File: src/rtl/csr_commit_ctrl.sv
// Commit-side CSR controller: issues one regfile request for the CSR op at the
// scoreboard head, retires or faults it, and requests a flush after side-effect writes.
module csr_commit_ctrl #(
   parameter int unsigned XLEN    = 64,
   parameter int unsigned TIMEOUT = 64
) (
   input  logic            clk_i,
   input  logic            rst_ni,
   input  logic            flush_i,
   input  logic            instr_valid_i,
   input  logic [1:0]      instr_op_i,
   input  logic [XLEN-1:0] instr_wdata_i,
   input  logic [4:0]      instr_rd_i,
   input  logic [11:0]     csr_addr_i,
   output logic            csr_commit_o,
   output logic            csr_req_o,
   output logic [11:0]     csr_addr_o,
   output logic [1:0]      csr_op_o,
   output logic [XLEN-1:0] csr_wdata_o,
   input  logic            csr_rsp_valid_i,
   input  logic [XLEN-1:0] csr_rdata_i,
   input  logic            csr_exc_i,
   output logic            wb_valid_o,
   output logic [4:0]      wb_rd_o,
   output logic [XLEN-1:0] wb_data_o,
   output logic            commit_ack_o,
   output logic            exception_o,
   output logic            exc_timeout_o,
   output logic            flush_pipe_o
);

   localparam int unsigned     CNT_W   = $clog2(TIMEOUT);
   localparam logic [CNT_W-1:0] CNT_MAX = CNT_W'(TIMEOUT - 1);

   localparam logic [1:0] OP_WRITE = 2'd1;
   localparam logic [1:0] OP_SET   = 2'd2;
   localparam logic [1:0] OP_CLEAR = 2'd3;

   typedef enum logic [1:0] {
      IDLE  = 2'd0,
      REQ   = 2'd1,
      DONE  = 2'd2,
      FENCE = 2'd3
   } state_e;

   function automatic logic has_write_effect(input logic [1:0] op, input logic [XLEN-1:0] wdata);
      return (op == OP_WRITE) ||
             (((op == OP_SET) || (op == OP_CLEAR)) && (wdata != {XLEN{1'b0}}));
   endfunction

   function automatic logic is_side_effect_addr(input logic [11:0] addr);
      return (addr == 12'h180) || (addr == 12'h300) || (addr[11:4] == 8'h7C);
   endfunction

   state_e            state_r;
   logic [CNT_W-1:0]  cnt_r;
   logic [1:0]        op_r;
   logic [11:0]       addr_r;
   logic [XLEN-1:0]   wdata_r;
   logic [4:0]        rd_r;
   logic              csr_req_r;
   logic              csr_commit_r;
   logic              commit_ack_r;
   logic              wb_valid_r;
   logic [4:0]        wb_rd_r;
   logic [XLEN-1:0]   wb_data_r;
   logic              exception_r;
   logic              exc_timeout_r;
   logic              flush_pipe_r;

   // Control FSM: the DONE pulses are loaded on the REQ->DONE edge and live for one cycle.
   always_ff @(posedge clk_i or negedge rst_ni) begin
      if (!rst_ni) begin
         state_r       <= IDLE;
         cnt_r         <= '0;
         op_r          <= 2'd0;
         addr_r        <= 12'd0;
         wdata_r       <= {XLEN{1'b0}};
         rd_r          <= 5'd0;
         csr_req_r     <= 1'b0;
         csr_commit_r  <= 1'b0;
         commit_ack_r  <= 1'b0;
         wb_valid_r    <= 1'b0;
         wb_rd_r       <= 5'd0;
         wb_data_r     <= {XLEN{1'b0}};
         exception_r   <= 1'b0;
         exc_timeout_r <= 1'b0;
         flush_pipe_r  <= 1'b0;
      end else begin
         csr_commit_r  <= 1'b0;
         commit_ack_r  <= 1'b0;
         wb_valid_r    <= 1'b0;
         exception_r   <= 1'b0;
         exc_timeout_r <= 1'b0;
         flush_pipe_r  <= 1'b0;
         if (flush_i) begin
            state_r   <= IDLE;
            cnt_r     <= '0;
            csr_req_r <= 1'b0;
         end else begin
            case (state_r)
               IDLE: begin
                  if (instr_valid_i) begin
                     op_r      <= instr_op_i;
                     addr_r    <= csr_addr_i;
                     wdata_r   <= instr_wdata_i;
                     rd_r      <= instr_rd_i;
                     cnt_r     <= '0;
                     csr_req_r <= 1'b1;
                     state_r   <= REQ;
                  end
               end
               REQ: begin
                  if (csr_rsp_valid_i) begin
                     csr_req_r <= 1'b0;
                     state_r   <= DONE;
                     wb_rd_r   <= rd_r;
                     wb_data_r <= csr_rdata_i;
                     if (csr_exc_i) begin
                        exception_r <= 1'b1;
                     end else begin
                        csr_commit_r <= 1'b1;
                        commit_ack_r <= 1'b1;
                        wb_valid_r   <= (rd_r != 5'd0);
                        flush_pipe_r <= has_write_effect(op_r, wdata_r) &&
                                        is_side_effect_addr(addr_r);
                     end
                  end else if (cnt_r == CNT_MAX) begin
                     csr_req_r     <= 1'b0;
                     state_r       <= DONE;
                     exception_r   <= 1'b1;
                     exc_timeout_r <= 1'b1;
                  end else begin
                     cnt_r <= cnt_r + CNT_W'(1);
                  end
               end
               DONE: begin
                  state_r <= flush_pipe_r ? FENCE : IDLE;
               end
               FENCE: begin
                  state_r <= FENCE;
               end
               default: begin
                  state_r <= IDLE;
               end
            endcase
         end
      end
   end

   // A flush landing on the DONE cycle cancels that cycle's pulses.
   assign csr_commit_o  = csr_commit_r  & ~flush_i;
   assign commit_ack_o  = commit_ack_r  & ~flush_i;
   assign wb_valid_o    = wb_valid_r    & ~flush_i;
   assign exception_o   = exception_r   & ~flush_i;
   assign exc_timeout_o = exc_timeout_r & ~flush_i;
   assign flush_pipe_o  = flush_pipe_r  & ~flush_i;

   assign csr_req_o   = csr_req_r;
   assign csr_addr_o  = addr_r;
   assign csr_op_o    = op_r;
   assign csr_wdata_o = wdata_r;
   assign wb_rd_o     = wb_rd_r;
   assign wb_data_o   = wb_data_r;

endmodule

File: config.mk
export PLATFORM = sky130hd
export DESIGN_NAME = csr_commit_ctrl
export DESIGN_NICKNAME = d
export VERILOG_FILES = /design/src/rtl/csr_commit_ctrl.sv
export SDC_FILE = /design/constraint.sdc
export NUM_CORES = 1
export LEC_CHECK = 0
export BUFFER_PORTS_ARGS = -buffer_cell sky130_fd_sc_hd__buf_4
export CORE_ASPECT_RATIO = 0.8
export CORE_MARGIN = 3
export CORE_UTILIZATION = 47
export DETAILED_ROUTE_END_ITERATION = 10
export PLACE_DENSITY = 0.86
export SKIP_LAST_GASP = 1
export SLEW_MARGIN = 30
export SYNTH_ARGS = -nofsm -noshare
export SYNTH_HDL_FRONTEND = slang
export SYNTH_SLANG_ARGS = --single-unit
File: constraint.sdc
create_clock -name clk_i -period 2.1 [get_ports clk_i]
set_clock_uncertainty 0.15 [all_clocks]
set_input_delay 0.315 -clock clk_i [delete_from_list [all_inputs] [get_ports clk_i]]
set_output_delay 0.315 -clock clk_i [all_outputs]
set_load 0.03 [all_outputs]
**Yosys cells after proc, flatten, opt, wreduce, memory -nomap -nowiden**

Index checks and enable logic that the tools add are counted.

- Bits in registers: 166
- Input bits: 153
- Logic and storage cells: 86

- Add/sub/neg operators: 1
- Eq/ne operators: 14
- Multiplexer cells: 36
- Bitwise operators: 6
- Reduce and logical (&&, ||, !) cells: 15

Operator list:

| kind | count |
|---|---|
| nonzero test 64 bit | 1 |
| 2-to-1 mux 1 bit | 24 |
| 2-to-1 mux 6 bit | 4 |
| == test 12 x 10 -> 1 bit, second input constant | 1 |
| == test 12 x 9 -> 1 bit, second input constant | 1 |
| one-hot mux 6 bit (2 select lines) | 1 |
| 2-to-1 mux 2 bit | 5 |
| inequality test 3 bit, second input constant | 3 |
| AND reduction 3 bit | 3 |
| == test 2 bit, second input constant | 4 |
| == test 8 x 7 -> 1 bit, second input constant | 1 |
| one-hot mux 2 bit (4 select lines) | 1 |
| adder 6 x 1 -> 6 bit, second input constant | 1 |
| == test 6 bit, second input constant | 1 |
| bitwise AND 1 bit | 5 |
| nonzero test 5 bit | 1 |
| == test 2 x 1 -> 1 bit, second input constant | 2 |
| logical OR 1 bit | 4 |
| inequality test 4 bit, second input constant | 1 |
| AND reduction 4 bit | 1 |
| nonzero test 3 bit | 1 |
| logical AND 1 bit | 2 |
| zero test 2 bit | 1 |
| one-hot mux 1 bit (2 select lines) | 1 |
| 2 further kinds | 2 |

**Depth between registers and ports, before layout**

Gate-level depths: netlist of the first run.

- Depth after elaboration: 9
- Mapped depth: 6
- Mapped depth without buffers: 5

**Least setup slack after synthesis of the first run**

Ideal clock, no wire load.

- Path kind: reg2reg
- Start point: reg addr_r[3], in the netlist csr_addr_o[3]
- End point: reg flush_pipe_r
- Setup time: 88 ps
- Arrival: 1598 ps
- Path slack: 263 ps
- Cell stages (with the launch flop): 5
- Path buffers: 0
- Period minus slack after synthesis: 1837 ps
- Cells stage by stage: dfrtp_1 -> or4_4 -> o41ai_2 -> o2111ai_1 -> a41oi_1

- Cells in the longest elaborated chain, start to end: 8
- Elaborated cells on any way between the ends: 9
- Those cells by class: 2 x eq/ne; 4 x mux; 3 x reduce/logical

Ends and longest elaborated chain:

| element | RTL line | source |
|---|---|---|
| start, declared | 58 | `logic [11:0] addr_r;` |
| start signal, assigned | 105 | `addr_r <= csr_addr_i;` |
| == test 12 x 9 -> 1 bit / == test 12 x 10 -> 1 bit (equally long branches) | 52 | `return (addr == 12'h180) \|\| (addr == 12'h300) \|\| (addr[11:4] == 8'h7C);` |
| logical OR 1 bit (*) (2 in a row) | 52 |  |
| logical AND 1 bit (*) | 125 | `flush_pipe_r <= has_write_effect(op_r, wdata_r) &&` |
| 2-to-1 mux 1 bit (*) | 119 | `if (csr_exc_i) begin` |
| 2-to-1 mux 1 bit (*) | 114 | `if (csr_rsp_valid_i) begin` |
| 2-to-1 mux 1 bit (*) | 101 | `case (state_r)` |
| 2-to-1 mux 1 bit (*) | 96 | `if (flush_i) begin` |
| end signal, assigned | 125 |  |
| end, declared | 69 | `logic flush_pipe_r;` |

Every way passes the cells marked *; elsewhere a longest branch is shown, timed or not.
A chain may end at the register's enable or synchronous reset.

**Worst setup path in the final report of the first run**

- Start point: reg state_r[0]
- End point: reg wdata_r[10], in the netlist csr_wdata_o[10]

- Cells in the longest elaborated chain, start to end: 2

Ends and longest elaborated chain:

| element | RTL line | source |
|---|---|---|
| start, declared | 55 | `state_e state_r;` |
| start signal, assigned | 138 | `state_r <= flush_pipe_r ? FENCE : IDLE;` |
| zero test 2 bit | 101 |  |
| AND reduction 3 bit (no source line) | -- |  |
| end signal, assigned | 78 | `wdata_r <= {XLEN{1'b0}};` |
| end signal, assigned | 106 | `wdata_r <= instr_wdata_i;` |
| end, declared | 59 | `logic [XLEN-1:0] wdata_r;` |

No other way between the ends.

==> impl_metrics.tcl, run 1 <==
set metrics [dict create \
    cp_data_arrival_time_ps 2150 \
    cts.sink_count 166 \
    ant_nets 0 \
    crit_slowest_cell "sky130_fd_sc_hd__mux2_2" \
    die_height_um 112.1 \
    synthesis.instances 433 \
    num_vias 5756 \
    setup.worst_path.end_class "flip-flop" \
    post-dp-hpwl_um 13710 \
    yosysTopAreaCellShare 0.6284 \
    layout-drive-gt1-share 0.5513 \
    grt_remaining_overflow 0 \
    grt_max_degree 84 \
    syn_to_final_growth_pct 69.13 \
    number_of_nets_at_the_end_of_the_flow 1048 \
    synthesis.nets 587 \
    top_reg_cell_synth "sky130_fd_sc_hd__dfrtp_1" \
    rows 38 \
    finalHoldViolCount 0 \
    outcome "completed" \
    diodes 0 \
    fin_setup_tns_ps 0 \
    max-vdd-ir-drop_mv 0.7561 \
    crit_fanout 83 \
    power_mw 11.84 \
    max_slew_margin 0.4365 \
    htree_levels 4 \
    synth_area_leaders "sky130_fd_sc_hd__dfrtp_1 63%, sky130_fd_sc_hd__mux2_2 25%, sky130_fd_sc_hd__nor4_1 1.5%" \
    grt_antenna_before_repair 0 \
    share_of_flip_flops_with_an_asynchronous_set_or_reset_after_synthesis 1.000 \
    ys_seq_area_frac 0.6284 \
    post_drt_wl_per_cell_um 21.81 \
    tritoncts_clock_tree "built" \
    synth_area_per_cell_um2 15.27 \
    finalNonFillerCells 1087 \
    drc 0 \
    route.detailed.vias_per_inst 5.295 \
    netlist_area_um2 6610 \
    synth-edff-count 0 \
    cp-start-kind "flip-flop" \
    synth_warnings 0 \
    post-synth-top-area-cell "sky130_fd_sc_hd__dfrtp_1" \
    post_synth_num_cell_types 45 \
    insertion_delay_ps 430 \
    path_cells "nand2b_1 > nor3_2 > buf_12 > mux2_2" \
    worst_path_dominant_cell_family "simple AND/OR/NAND/NOR gates" \
    timing.final.setup_violations 0 \
    worst_hold_path_type "in -> reg" \
    clkSlewWorstSetupHoldPaths_ps 70 \
    p_leak_nw 5.138 \
    power-per-cell-area_nw_per_um2 1059 \
    layout_setup_ws_ps 99.13 \
    port_buffers 306 \
    fmax_mhz 499.8 \
    worstMarginPinSlew_ps 833.6 \
    number_of_pins_with_negative_max_slew_slack_in_the_final_report 0 \
    place.detailed.instances 906 \
    grt_first_pass_wirelength_um 36650 \
    grt_setup_unrepaired "no" \
    floorplan.initialDensity 0.4844 \
    critical_path_required_ps 2250 \
    timing.critical_path.slowest_cell_delay_ps 420 \
    number_of_synthesized_register_bits 166 \
    worstPathBufferInverterCount 1 \
    clockRootBuffer "sky130_fd_sc_hd__clkbuf_16" \
    synth_most_common_cell "sky130_fd_sc_hd__dfrtp_1" \
    synth_common_cells "166 x sky130_fd_sc_hd__dfrtp_1, 146 x sky130_fd_sc_hd__mux2_2, 16 x sky130_fd_sc_hd__nor4_1" \
    finalWirelength_um 23700 \
    detailedPlace.worstSlack_ps 72.14 \
    die-area_um2 15530 \
    fin_crit_sh 0.9528 \
    io_pins 307 \
    gp_routability_congestion 0.9015 \
    finalCriticalPeriod_ps 2001 \
    track_usage 0.3046 \
    grt_pass1_vias 6515 \
    cap_viol_max_count 0 \
    cts_inserted_buffers 17 \
    path_class "reg -> reg" \
    placeableCoreArea_um2 13650 \
    dr.pass1.iters 4 \
    dr.first_iter.drc_count 317 \
    die_w_um 138.6 \
    cts_max_path_buffers 2 \
]
==> power breakdown <==
part	switching (mW)	internal [mW]	leakage [nW]
Clock	1.33	1.52	0.250
Combinational	2.49	1.92	2.89
Sequential	0.614	3.96	2.00
Total	4.43	7.41	5.14
==> cell families after synthesis <==
kind of cell | after synthesis | share of synthesized area
AO/OA/AOI/OAI | 27 | 0.02934
XOR/XNOR | 1 | 0.001325
buffers and inverters | 22 | 0.01987
adder cells (fa/ha/maj) | 1 | 0.001893
multiplexers | 152 | 0.2589
AND/OR/NAND/NOR | 64 | 0.06019
flip-flops | 166 | 0.6284
==> worst register-to-register path, stage by stage, from the launching register on <==
cell and delay, ps:
sky130_fd_sc_hd__dfrtp_1 370, sky130_fd_sc_hd__nand2b_1 240, sky130_fd_sc_hd__nor3_2 220, sky130_fd_sc_hd__buf_12 380, sky130_fd_sc_hd__mux2_2 530
==> layer usage <==
layer  routed length [µm]  part of all wire  vias up  global-route usage
li1                     -                 -     2519                   -
met1                 8545              0.36     2913              0.3329
met2                12910              0.54      274              0.5644
met3                 1604             0.068       50             0.09072
met4                  644             0.027        0              0.1093
met5                    0                 0        -                   0
==> cell usage in the layout, fill, tap and decap left out, types with 2 or more instances in the layout <==
cell type / synthesis / routed
sky130_fd_sc_hd__nor3_1: 4 / 3
sky130_fd_sc_hd__mux2_1: 6 / 6
sky130_fd_sc_hd__nand3_1: 5 / 4
sky130_fd_sc_hd__nor4_1: 16 / 15
sky130_fd_sc_hd__o21bai_1: 2 / 2
sky130_fd_sc_hd__o21ai_0: 3 / 3
sky130_fd_sc_hd__dlygate4sd3_1: 0 / 149
sky130_fd_sc_hd__nor2_1: 3 / 3
sky130_fd_sc_hd__nor2b_1: 8 / 8
sky130_fd_sc_hd__mux2_2: 146 / 146
sky130_fd_sc_hd__nand4_1: 5 / 5
sky130_fd_sc_hd__or4_1: 3 / 3
sky130_fd_sc_hd__clkbuf_16: 0 / 17
sky130_fd_sc_hd__nand2b_1: 2 / 2
sky130_fd_sc_hd__clkinv_4: 0 / 5
sky130_fd_sc_hd__clkinvlp_4: 0 / 5
sky130_fd_sc_hd__buf_4: 8 / 308
sky130_fd_sc_hd__nand2_1: 6 / 6
sky130_fd_sc_hd__nor4b_1: 2 / 2
sky130_fd_sc_hd__a21oi_1: 6 / 6
sky130_fd_sc_hd__clkinv_2: 0 / 3
sky130_fd_sc_hd__buf_12: 0 / 5
sky130_fd_sc_hd__or3_1: 2 / 2
sky130_fd_sc_hd__dfrtp_1: 166 / 166
sky130_fd_sc_hd__a31oi_1: 4 / 4
==> timing repair <==
item                                    CTS  global route
endpoints found under the setup margin    0             2
hold endpoints to repair                192             0
setup buffers                             0             0
hold buffers                            149             0
gates resized for setup                   0             2
==> sequential cells by signal, indices dropped and copies added, names as in the netlist <==
name	cells
cnt_r	6
commit_ack_r	1
csr_addr_o	12
csr_op_o	2
csr_req_o	1
csr_wdata_o	64
exc_timeout_r	1
exception_r	1
flush_pipe_r	1
rd_r	5
state_r	2
wb_data_o	64
wb_rd_o	5
wb_valid_r	1
==> per-stage QoR <==
step	util	cell area, µm²	hold slack, ps
2_1_floorplan	-	6610	-130.6
3_3_place_gp	0.6698	9140	120.8
3_5_place_dp	0.6698	9140	127.0
4_1_cts	0.8184	11170	22.94
5_1_grt	0.8193	11180	39.72
6_report	0.8193	11180	41.86
==> final timing paths <==
path	from	endpoint	cells past startpoint	slack, ps
max	state_r[0]$_DFFE_PN0P_	csr_wdata_o[10]$_DFFE_PN0P_	4	100
max reg2reg	state_r[0]$_DFFE_PN0P_	csr_wdata_o[10]$_DFFE_PN0P_	4	100
min in group asynchronous	rst_ni	csr_wdata_o[32]$_DFFE_PN0P_	2	300
min	flush_i	csr_req_o$_DFFE_PN0P_	2	40
min reg2reg	wb_data_o[4]$_DFFE_PN0P_	wb_data_o[4]$_DFFE_PN0P_	1	360
max in group asynchronous	rst_ni	csr_wdata_o[29]$_DFFE_PN0P_	3	890
==> layout make-up <==
type | instances | area [µm²]
repair buffers | 463 | 3915
multi-input cells | 245 | 2345
well taps | 180 | 225.2
clock inverters | 14 | 107.6
fillers | 661 | 2466
inverters | 1 | 3.754
flip-flops and latches | 166 | 4154
clock buffers | 18 | 429.2
Power figures use the tool's default switching activity.
==> run 2, diff against run 1 <==
- CORE_ASPECT_RATIO: 0.8 -> 0.75
- RECOVER_POWER: not set -> 100
==> impl_metrics.tcl, run 2 (synthesis results as in run 1) <==
set metrics [dict create \
    path_class "reg -> reg" \
    clkSlewWorstSetupHoldPaths_ps 60 \
    dr.pass1.iters 6 \
    clockRootBuffer "sky130_fd_sc_hd__clkbuf_16" \
    place.detailed.instances 906 \
    dr_wl_met3_um 1617 \
    crit_fanout 69 \
    setup.worst_path.end_class "flip-flop" \
    p_leak_nw 4.615 \
    timing.final.setup_violations 0 \
    gp_routability_congestion 0.9451 \
    critical_path.reg2reg.startpoint "state_r[1]$_DFFE_PN0P_" \
    hold_slack_ps 28.30 \
    finalWirelength_um 23930 \
    final_util 0.7965 \
    outcome "completed" \
    grt_pass1_vias 6313 \
    grt_antenna_before_repair 0 \
    path_cells "and4bb_4 > buf_8 > mux2_1" \
    post_drt_wl_per_cell_um 22.06 \
    dr.first_iter.drc_count 396 \
    worstMarginPinSlew_ps 1086 \
    worstSetupStartpoint "state_r[1]$_DFFE_PN0P_" \
    critical_path_required_ps 2240 \
    fin_crit_sh 0.9641 \
    timing.critical_path.slowest_cell_delay_ps 490 \
    htree_levels 4 \
    hp-start "csr_addr_i[2]" \
    number_of_pins_with_negative_max_slew_slack_in_the_final_report 0 \
    worstReg2RegEnd "wb_data_o[56]$_DFFE_PN0P_" \
    finalCriticalPeriod_ps 2025 \
    cp-start-kind "flip-flop" \
    die_height_um 108.7 \
    cap_viol_max_count 0 \
    insertion_delay_ps 420 \
    number_of_nets_at_the_end_of_the_flow 1056 \
    max_slew_margin 0.2762 \
    grt_remaining_overflow 0 \
    ant_nets 0 \
    timing.reg2reg.worst_path_depth 3 \
    setup.reg_to_reg.worst_slack_ps 80 \
    fmax_mhz 493.9 \
    post-dp-hpwl_um 14460 \
    num_vias 5798 \
    most-common-layout-cells "166 x sky130_fd_sc_hd__dfrtp_1, 163 x sky130_fd_sc_hd__clkbuf_1, 154 x sky130_fd_sc_hd__buf_4" \
    holdPathStages 2 \
    top_layer_used "met4" \
    drc 0 \
    io_pins 307 \
    tritoncts_clock_tree "built" \
    rows 36 \
    finalNonFillerCells 1085 \
    post_cts_buffers 0 \
    die-area_um2 15540 \
    cts.sink_count 166 \
    crit_slowest_cell "sky130_fd_sc_hd__dfrtp_1" \
    placeableCoreArea_um2 13380 \
    layout.cells.most_common "sky130_fd_sc_hd__dfrtp_1" \
    met2RoutedLength_um 12920 \
    fillCellCount 862 \
    grt_setup_unrepaired "no" \
    grt_max_degree 70 \
    cts_inserted_buffers 17 \
    grt_first_pass_wirelength_um 35820 \
    cts_max_path_buffers 2 \
    finalHoldViolCount 0 \
    cp_data_arrival_time_ps 2160 \
    die_w_um 142.9 \
    worst_hold_path_type "in -> reg" \
    min_to "csr_addr_o[2]$_DFFE_PN0P_" \
    wirelength_met1_um 8606 \
    layout-drive-gt1-share 0.3647 \
    max-vdd-ir-drop_mv 0.8587 \
    power-per-cell-area_nw_per_um2 1092 \
    multi_input_area_um2 2336 \
    syn_to_final_growth_pct 61.20 \
    track_usage 0.3074 \
    port_buffers 306 \
    fin_setup_tns_ps 0 \
    floorplan.initialDensity 0.4941 \
    route.detailed.vias_per_inst 5.344 \
    regArea_um2 4154 \
]
## run 2: changes by cell type in the layout (fill, tap and decap cells not counted), moves of 3 or more
cell                         previous run  this run
sky130_fd_sc_hd__clkinvlp_4             5         2
sky130_fd_sc_hd__buf_12                 5         1
sky130_fd_sc_hd__buf_4                308       154
sky130_fd_sc_hd__mux2_2               146       137
sky130_fd_sc_hd__clkinv_4               5         1
sky130_fd_sc_hd__bufinv_16              0         4
sky130_fd_sc_hd__clkbuf_1               1       163
sky130_fd_sc_hd__mux2_1                 6        15
## run 2: worst max path at each step
stage	endpoint	depth (start not counted)	slack [ps]
detailed placement	flush_pipe_r$_DFF_PN0_	4	30
floorplan	flush_pipe_r$_DFF_PN0_	4	260
global placement	flush_pipe_r$_DFF_PN0_	4	20
global route	flush_pipe_r$_DFF_PN0_	4	8
finish	wb_data_o[56]$_DFFE_PN0P_	3	80
CTS	flush_pipe_r$_DFF_PN0_	4	30
## run 2: what timing repair did
action / 4_1_cts / 5_1_grt
resized for setup: 0 / 1
setup endpoints to repair: 0 / 1
hold endpoints to repair: 186 / 1
hold buffers: 147 / 1
## run 2: worst max-delay path, delay by kind of cell, from the launching register on
| kind | cells | cell delay (ps) |
|---|---|---|
| muxes | 1 | 430 |
| buffers and inverters | 1 | 410 |
| DFF | 1 | 490 |
| and+or+nand+nor | 1 | 370 |
## run 2: area by class of cell
class / count / share of cell area
clock buffer: 22 / 0.04357
timing repair buffer: 471 / 0.3127
inverter: 1 / 0.0003523
multi-input combinational: 245 / 0.2192
sequential: 166 / 0.3899
tap: 171 / 0.02008
clock inverter: 8 / 0.01397
antenna: 1 / 0.0002349
## run 2: report_power, final
group          internal [mW]  leakage [nW]  switching, mW
Clock                   2.04         0.292           1.25
Combinational           1.28          2.32           2.49
Sequential              3.96          2.00          0.619
Total                   7.29          4.61           4.35
## run 2: routing by layer
metal | track usage | vias up
met5 | 0 | -
met4 | 0.1296 | 0
met3 | 0.08505 | 59
met2 | 0.5560 | 292
met1 | 0.3426 | 2911
li1 | - | 2536
## run 2: per-stage QoR
stage	worst slack, ps	power [mW]	cell area [µm²]
final	75.44	11.64	10660
after global routing	7.568	12.05	10650
after floorplan	263.5	6.758	6610
after global placement	21.20	8.520	9209
after detailed placement	34.89	8.670	9209
after CTS	25.34	12.19	11290
==> run 3, diff against run 2 <==
- ABC_AREA: not set -> 1
==> impl_metrics.tcl, run 3 <==
set metrics [dict create \
    layout.cells.most_common "sky130_fd_sc_hd__dfrtp_1" \
    die_height_um 110.8 \
    final_util 0.7581 \
    io_pins 307 \
    cts_inserted_buffers 17 \
    number_of_pins_with_negative_max_slew_slack_in_the_final_report 0 \
    worst_path_dominant_cell_family "simple AND/OR/NAND/NOR gates" \
    synthesis.instances 524 \
    finalCriticalPeriod_ps 1951 \
    synth_warnings 0 \
    syn_to_final_growth_pct 54.64 \
    finalWirelength_um 25950 \
    top_reg_cell_synth "sky130_fd_sc_hd__dfrtp_1" \
    number_of_synthesized_register_bits 166 \
    number_of_nets_at_the_end_of_the_flow 1133 \
    multi_input_area_um2 2375 \
    die-area_um2 16130 \
    grt_remaining_overflow 0 \
    outcome "completed" \
    htree_levels 4 \
    post_synth_num_cell_types 26 \
    regArea_um2 4154 \
    track_usage 0.3220 \
    synth_area_leaders "sky130_fd_sc_hd__dfrtp_1 60%, sky130_fd_sc_hd__mux2_2 17%, sky130_fd_sc_hd__mux2_4 8.5%" \
    netlist_area_um2 6877 \
    cts.sink_count 166 \
    fmax_mhz 512.5 \
    worst_hold_path_type "in -> reg" \
    share_of_flip_flops_with_an_asynchronous_set_or_reset_after_synthesis 1.000 \
    finalNonFillerCells 1188 \
    insertion_delay_ps 400 \
    route.detailed.vias_per_inst 5.157 \
    crit_slowest_cell "sky130_fd_sc_hd__dfrtp_1" \
    post_dp_cell_area_um2 9447 \
    tritoncts_clock_tree "built" \
    post_cts_buffers 0 \
    cp_data_arrival_time_ps 2080 \
    dr.first_iter.drc_count 425 \
    timing.final.setup_violations 0 \
    fin_crit_sh 0.9292 \
    layout_setup_ws_ps 148.6 \
    crit_fanout 21 \
    finalHoldViolCount 0 \
    ant_nets 0 \
    synth_most_common_cell "sky130_fd_sc_hd__dfrtp_1" \
    synth_area_per_cell_um2 13.12 \
    synth-edff-count 0 \
    path_class "reg -> reg" \
    yosysTopAreaCellShare 0.6041 \
    post-dp-hpwl_um 15070 \
    dr.pass1.iters 5 \
    cap_viol_max_count 0 \
    synthesis.nets 678 \
    die_w_um 145.7 \
    fillCellCount 1014 \
    power-per-cell-area_nw_per_um2 1415 \
    post_cts.resized_instances 0 \
    detailedPlace.worstSlack_ps 274.1 \
    power_mw 15.05 \
    fin_setup_tns_ps 0 \
    grt_first_pass_wirelength_um 40630 \
    floorplan.initialDensity 0.4902 \
    grt_pass1_vias 6890 \
    grt_antenna_before_repair 1 \
    grt_max_degree 90 \
    rows 37 \
    setup.worst_path.end_class "flip-flop" \
    grt_setup_unrepaired "no" \
    placeableCoreArea_um2 14030 \
    clockRootBuffer "sky130_fd_sc_hd__clkbuf_16" \
    p_leak_nw 4.865 \
    drc 0 \
    path_cells "inv_1 > nand2_1 > nor2_4 > nand2_4 > buf_6 > mux2_1" \
    ys_seq_area_frac 0.6041 \
    timing.critical_path.slowest_cell_delay_ps 400 \
    max_slew_margin 0.2935 \
    synth_common_cells "166 x sky130_fd_sc_hd__dfrtp_1, 102 x sky130_fd_sc_hd__mux2_2, 70 x sky130_fd_sc_hd__nor2_1" \
    layout-drive-gt1-share 0.3065 \
    worstPathBufferInverterCount 2 \
    worstMarginPinSlew_ps 1060 \
    place.detailed.instances 1016 \
    most-common-layout-cells "166 x sky130_fd_sc_hd__dfrtp_1, 156 x sky130_fd_sc_hd__clkbuf_1, 152 x sky130_fd_sc_hd__buf_4" \
    post_drt_wl_per_cell_um 21.84 \
    port_buffers 306 \
    max-vdd-ir-drop_mv 0.8322 \
    post-synth-top-area-cell "sky130_fd_sc_hd__dfrtp_1" \
    cp-start-kind "flip-flop" \
    clkSlewWorstSetupHoldPaths_ps 70 \
    fin_area_um2 10630 \
    hold_slack_ps 16.77 \
    cts_max_path_buffers 2 \
    gp_routability_congestion 0.8174 \
    num_vias 6126 \
    critical_path_required_ps 2230 \
]
## run 3: cell types whose count changed after synthesis, moves of 5 or more
cell,before,now
sky130_fd_sc_hd__buf_4,8,2
sky130_fd_sc_hd__inv_1,1,24
sky130_fd_sc_hd__mux2_1,6,0
sky130_fd_sc_hd__mux2_2,146,102
sky130_fd_sc_hd__mux2_4,0,39
sky130_fd_sc_hd__nand2_1,6,50
sky130_fd_sc_hd__nand3_1,5,12
sky130_fd_sc_hd__nor2_1,3,70
sky130_fd_sc_hd__nor2b_1,8,0
sky130_fd_sc_hd__nor4_1,16,0
sky130_fd_sc_hd__o21ai_0,3,9
sky130_fd_sc_hd__or2_2,0,5
## run 3: kinds of logic after synthesis
logic type | share of synthesized area
fa+ha+maj | 0.001819
mux | 0.2522
xor+xnor | 0.001274
flops | 0.6041
simple gates | 0.09043
buf+inv | 0.03239
compound gates | 0.01783
## run 3: cell type report
type | instances | share of cell area
clock inverter | 13 | 0.01059
clock buffer | 19 | 0.04165
inverter | 24 | 0.008472
timing repair buffer | 456 | 0.3022
multi-input combinational | 314 | 0.2233
antenna | 1 | 0.0002353
tap | 195 | 0.02294
sequential | 166 | 0.3906
## run 3: path summary, 6_finish.rpt
kind	endpoint	cells after the start	from	slack [ps]
max in group asynchronous	csr_op_o[0]$_DFFE_PN0P_	3	rst_ni	340
worst max-delay path	wb_data_o[50]$_DFFE_PN0P_	6	state_r[1]$_DFFE_PN0P_	150
worst min-delay path	rd_r[4]$_DFFE_PN0P_	3	instr_rd_i[4]	20
worst max register to register	wb_data_o[50]$_DFFE_PN0P_	6	state_r[1]$_DFFE_PN0P_	150
worst min register to register	wb_rd_o[4]$_DFFE_PN0P_	2	wb_rd_o[4]$_DFFE_PN0P_	340
min in group asynchronous	wb_data_o[28]$_DFFE_PN0P_	2	rst_ni	500
## run 3: per-layer routing
metal  vias up  GRT usage  part of all wire
li1       2668          -                 -
met1      3027     0.3695              0.37
met2       363     0.5742              0.51
met3        68    0.09481             0.077
met4         0     0.1126             0.036
met5         -          0                 0
## run 3: what timing repair did
| item | in CTS | in global routing |
|---|---|---|
| endpoints found under the setup margin | 0 | 0 |
| hold buffers | 138 | 1 |
| hold endpoints to repair | 170 | 1 |
## run 3: where the power goes
| part | switching, mW | leakage [nW] | internal, mW |
|---|---|---|---|
| combinational | 4.46 | 2.61 | 1.93 |
| sequential | 1.13 | 1.99 | 4.54 |
| clock | 1.40 | 0.270 | 1.59 |
## run 3: tightest hold or removal path, delay by kind of cell
kind / cells / cell delay, ps
buffers and inverters: 1 / 80
AO/OA/AOI/OAI: 1 / 100
AND/OR/NAND/NOR: 1 / 30
